--- src/rtl/pixel_cfg_serializer.sv ---
// Serializes configuration words MSB-first onto sdo with a gated copy of the
// divided config clock (one rising edge per bit) and a load strobe per chain.
module pixel_cfg_serializer #(
  parameter int WIDTH = 32
) (
  input  logic             clkin,
  input  logic             rst_n,
  input  logic             sclk_in,
  input  logic [WIDTH-1:0] cfg_data,
  input  logic             cfg_last,
  input  logic             cfg_valid,
  output logic             cfg_ready,
  output logic             sdo,
  output logic             sclk_out,
  output logic             load,
  output logic             busy,
  output logic             done
);

  localparam int CW = $clog2(WIDTH + 1);

  typedef enum logic [2:0] {IDLE, SHIFT, WAIT_NEXT, LOAD, LATCH} state_t;

  state_t          state, state_nxt;
  logic            sclk_r, sclk_d, sclk_en;
  logic [WIDTH-1:0] shreg;
  logic [CW-1:0]   cnt;
  logic            last_q;
  logic            fall, rise, accept;

  assign fall     = sclk_d & ~sclk_r;
  assign rise     = ~sclk_d & sclk_r;
  assign accept   = cfg_valid & cfg_ready;
  // sclk_en only moves right after a fall, while sclk_r is low, so no glitch
  assign sclk_out = sclk_r & sclk_en;

  always_ff @(posedge clkin or negedge rst_n) begin
    if (!rst_n) state <= IDLE;
    else        state <= state_nxt;
  end

  always_comb begin
    state_nxt = state;
    case (state)
      IDLE, WAIT_NEXT: if (accept) state_nxt = SHIFT;
      SHIFT:           if (fall && cnt == '0) state_nxt = last_q ? LOAD : WAIT_NEXT;
      LOAD:            if (rise) state_nxt = LATCH;
      LATCH:           if (fall) state_nxt = IDLE;
      default:         state_nxt = IDLE;
    endcase
  end

  always_comb begin
    cfg_ready = (state == IDLE) || (state == WAIT_NEXT);
    busy      = (state != IDLE);
  end

  always_ff @(posedge clkin or negedge rst_n) begin
    if (!rst_n) begin
      sclk_r <= 1'b0;
      sclk_d <= 1'b0;
    end else begin
      sclk_r <= sclk_in;
      sclk_d <= sclk_r;
    end
  end

  // Edges seen in the accept cycle are dropped: the accept branch wins.
  always_ff @(posedge clkin or negedge rst_n) begin
    if (!rst_n) begin
      shreg   <= '0;
      cnt     <= '0;
      last_q  <= 1'b0;
      sdo     <= 1'b0;
      sclk_en <= 1'b0;
    end else if (accept) begin
      shreg  <= cfg_data;
      cnt    <= CW'(WIDTH);
      last_q <= cfg_last;
    end else if (state == SHIFT && fall) begin
      if (cnt != '0) begin
        sdo     <= shreg[WIDTH-1];
        shreg   <= {shreg[WIDTH-2:0], 1'b0};
        cnt     <= cnt - CW'(1);
        sclk_en <= 1'b1;
      end else begin
        sclk_en <= 1'b0;
      end
    end
  end

  always_ff @(posedge clkin or negedge rst_n) begin
    if (!rst_n) begin
      load <= 1'b0;
      done <= 1'b0;
    end else begin
      if (state == LOAD && rise)       load <= 1'b1;
      else if (state == LATCH && fall) load <= 1'b0;
      done <= (state == LATCH) && fall;
    end
  end

endmodule
--- config.mk ---
export PLATFORM = sky130hd
export DESIGN_NAME = pixel_cfg_serializer
export DESIGN_NICKNAME = d
export VERILOG_FILES = /design/src/rtl/pixel_cfg_serializer.sv
export SDC_FILE = /design/constraint.sdc
export NUM_CORES = 1
export LEC_CHECK = 0
export ABC_AREA = 1
export BUFFER_PORTS_ARGS = -buffer_cell sky130_fd_sc_hd__buf_2
export CAP_MARGIN = 30
export CORE_AREA = 8 8 57 106
export CTS_CLUSTER_DIAMETER = 150
export CTS_CLUSTER_SIZE = 20
export DETAILED_ROUTE_END_ITERATION = 16
export DIE_AREA = 0 0 65 114
export GPL_TIMING_DRIVEN = 0
export PLACE_DENSITY = 0.74
export SYNTH_ARGS = -nofsm -noshare
export SYNTH_HDL_FRONTEND = slang
export SYNTH_SLANG_ARGS = --single-unit
--- constraint.sdc ---
create_clock -name clkin -period 2.8 [get_ports clkin]
set_clock_uncertainty 0.05 [all_clocks]
set_input_delay 0.14 -clock clkin [delete_from_list [all_inputs] [get_ports clkin]]
set_output_delay 0.14 -clock clkin [all_outputs]
set_load 0.01 [all_outputs]
==> results summary <==
The flow ran to the end, and the final reports show no timing, DRC or antenna violations. The post-synth net total came out at 320. In the global route stage, met3 resource usage came out at between 3 and 4%.

The flip-flop and latch count after synthesis came out at 48. The upper clock frequency limit came out at 605 MHz. Dividing total power by cell area gives a power density of between 1000 and 1500 mW/mm².

The initial detailed-routing violation count came out at 74. The cell area after synthesis came out at between 0.002 and 0.0025 mm². The capture instance of the worst register-to-register path is shreg[5].

Pin placement for this block handled 43 I/O pins. The total length of routed wires is between 5000 and 6000 µm. The die area is ~0.0074 mm². The overall power consumption came out at 2.95 mW. The max-slew violation count came to 0. In this run the vertical extent of the chip is 114 µm. The library cell used most frequently in the layout, excluding fill and tap cells, is sky130_fd_sc_hd__nand3_1. The number of synthesis warnings came out at 0. In this run the clock root is driven by a sky130_fd_sc_hd__clkbuf_8.

The number of cell rows came out at 35. Setup repair after global routing left no endpoint under its margin. The clock period could shrink to approximately 1.7 ns. The worst-case clock buffer depth is 2.

Setup violations remaining at the end of the flow were counted as 0. The final layout contains ~380 nets. The arrival time at the worst endpoint is approximately 1.8 ns. The initial antenna violation count is 0. The total congestion overflow came out at 0. The peak supply drop came out at 0.000730 V. The top fanout value on the critical path came out at 10. The worst slew slack as a fraction of its limit is about 69%. The first-pass GRT wire length is approximately 9700 µm. For the pin with the worst max-slew slack, the measured transition is between 0.4 and 0.5 ns.

The met1 layer usage reported by global route came out at 17.0%. The via count is roughly 2100. The routing usage on met2 came out at between 20 and 30%. The number of fill cells in the layout came out at 441. The destination of the critical timing path is shreg[5]. Dividing the detail-routed wire length by the instance count gives around 14 µm. The number of distinct library cells after synthesis is 21.

The antenna diode count came out at 0. STA classifies the critical path endpoint as a register. The type of the most critical hold path is in2reg. After clock tree synthesis, the clock-pin slew on the worst setup and hold paths is 0.09 ns. The final weighted congestion in routability-driven placement came out at approximately 0.83.

The share of the synthesized area in the top cell type came out at about 50%. The critical path start-end classification is reg2reg. Global routing consumed, over all layers together, between 10% and 20% of the routing resources. The worst setup slack for register-to-register paths is approximately 1.1 ns. The required time of the critical path is approximately 3.0 ns. In this run the horizontal extent of the chip is 65 µm. The worst setup path startpoint is cnt[0]. The wire-length estimate of the detail-placed layout is 4250 µm.

The first TritonRoute pass finished after 4 iterations. The fraction of final layout cells with drive strength greater than 1 is a little under a quarter. The count of H-tree levels built during CTS came out at 2. The summed negative setup slack over all endpoints is 0 ns. The TritonCTS clock tree is built. The effective utilization at floorplan is ~52%. The remaining design rule violation count is 0. The average instance area after synthesis came out at between 8 and 9 µm². Across all hold checks on the routed design, the worst slack comes to about 0.0017 ns. The clock sink count is 48. The startpoint identified for the worst register-to-register timing path is cnt[0]. In this run the standard cell core region covers between 0.004 and 0.005 mm².

The busiest layer in global routing is met2. The startpoint identified for the worst hold timing path is cfg_data[25]. Compared with the post-synthesis result, the final layout area differs by 20.3%. The gate count after technology mapping came out at between 200 and 300. The sequential area share after synthesis is between 50% and 60%.

The ratio of final minimum period to clock period came out at just under 60%. The CTS buffer count came out at 5. STA classifies the critical path startpoint as a register. The number of global-route vias before repair came out at 2225.

The tool flagged a number of max-cap violations equal to 0. After synthesis, the cell types taking the most area are sky130_fd_sc_hd__dfrtp_1 50%, sky130_fd_sc_hd__nand3_1 21%, sky130_fd_sc_hd__nand2_1 9.0%. The worst-skew pair later-pin latency is ~0.30 ns.

The quantity of gates resized following cts is 0. The worst-case reg-to-reg path depth came out at 6. The count of input and output buffers is 42.

The cell leakage power came out at about 1.5 nW. Leaving out fill and tap cells, the most frequent cells in the layout are 102 x sky130_fd_sc_hd__nand3_1, 57 x sky130_fd_sc_hd__nand2_1, 48 x sky130_fd_sc_hd__dfrtp_1. The mean number of vias per cell came out at ~5.3. The largest net degree at the start of global routing is 37. The total count of hold-check failures in the final report is 0. Summed over all instances, the cell type with the most area after synthesis is sky130_fd_sc_hd__dfrtp_1. The post-detailed-route count of antenna-violating nets is 0.
==> area by class of cell <==
cell class	count	area (µm²)	area share, %
multi-input combinational	197	975	33.9
clock buffer	7	96.3	3.36
buffer	18	143	4.97
clock inverter	1	30.0	1.05
sequential	48	1200	41.8
timing repair buffer	49	290	10.1
inverter	18	67.6	2.35
tap	55	68.8	2.40
==> synth_stat cells <==
cell type	count
sky130_fd_sc_hd__nor2_1	13
sky130_fd_sc_hd__nand4_1	3
sky130_fd_sc_hd__buf_6	6
sky130_fd_sc_hd__inv_2	2
sky130_fd_sc_hd__nor2_2	1
sky130_fd_sc_hd__nand3_1	102
sky130_fd_sc_hd__buf_4	7
sky130_fd_sc_hd__xor2_1	3
sky130_fd_sc_hd__nand2_4	2
sky130_fd_sc_hd__nand2_1	57
sky130_fd_sc_hd__inv_1	16
sky130_fd_sc_hd__o211ai_2	1
sky130_fd_sc_hd__ha_1	2
sky130_fd_sc_hd__clkbuf_1	2
sky130_fd_sc_hd__dfrtp_1	48
sky130_fd_sc_hd__nand3_2	1
sky130_fd_sc_hd__o22ai_2	1
sky130_fd_sc_hd__nor2_4	2
sky130_fd_sc_hd__o21ai_1	1
sky130_fd_sc_hd__buf_2	3
sky130_fd_sc_hd__o21ai_0	8
==> worst max-delay path, stage by stage (launching register included) <==
cell,delay (ns)
sky130_fd_sc_hd__dfrtp_1,0.37
sky130_fd_sc_hd__inv_1,0.08
sky130_fd_sc_hd__ha_1,0.21
sky130_fd_sc_hd__nand3_1,0.18
sky130_fd_sc_hd__clkbuf_1,0.41
sky130_fd_sc_hd__nand3_1,0.16
sky130_fd_sc_hd__nand3_1,0.11
==> report_power, final <==
group | switching [mW] | internal, mW
Clock | 0.229 | 0.315
Combinational | 0.719 | 0.482
Sequential | 0.202 | 1.01
==> state kept, by name, indices dropped and copies added (netlist names) <==
| name | flops |
|---|---|
| sclk_r | 1 |
| load | 1 |
| cnt | 6 |
| sdo | 1 |
| state | 3 |
| done | 1 |
| sclk_en | 1 |
| sclk_d | 1 |
| shreg | 32 |
| last_q | 1 |
==> worst min path at each step <==
stage	to	slack (ns)	depth (start not counted)
global route	shreg[25]	0.01	3
CTS	shreg[25]	0.001	3
finish	shreg[25]	0.002	3
detailed placement	shreg[0]	0.01	1
floorplan	cnt[0]	-0.21	0
global placement	sclk_r	0.20	1
==> through the flow <==
stage / area, µm² / instances / util, % / setup slack (ns)
6_report: 2870 / 393 / 62.4 / 1.15
5_1_grt: 2870 / 393 / 62.4 / 1.03
3_3_place_gp: 2670 / 378 / 58.0 / 1.20
4_1_cts: 2870 / 393 / 62.4 / 1.14
2_1_floorplan: 2390 / 281 / - / 1.37
3_5_place_dp: 2690 / 379 / 58.4 / 1.16
==> kinds of logic after synthesis <==
logic type                 count (synthesis)  synth area share [%]
AOI/OAI and AO/OA                         11                  2.94
DFF                                       48                  50.3
buffers and inverters                     36                  8.81
and+or+nand+nor                          181                  35.8
adders and majority gates                  2                  1.05
xor gates and xnor gates                   3                  1.10
==> what timing repair did <==
item	in CTS	in global routing
endpoints found under the hold margin	17	0
setup buffers	0	0
hold buffers	6	0
==> per-layer routing <==
| metal | up-vias | wire length, µm |
|---|---|---|
| li1 | 1047 | - |
| met1 | 990 | 2270 |
| met2 | 48 | 3080 |
| met3 | 6 | 194 |
| met4 | 0 | 68 |
| met5 | - | 0 |
Power figures use the tool's default switching activity.
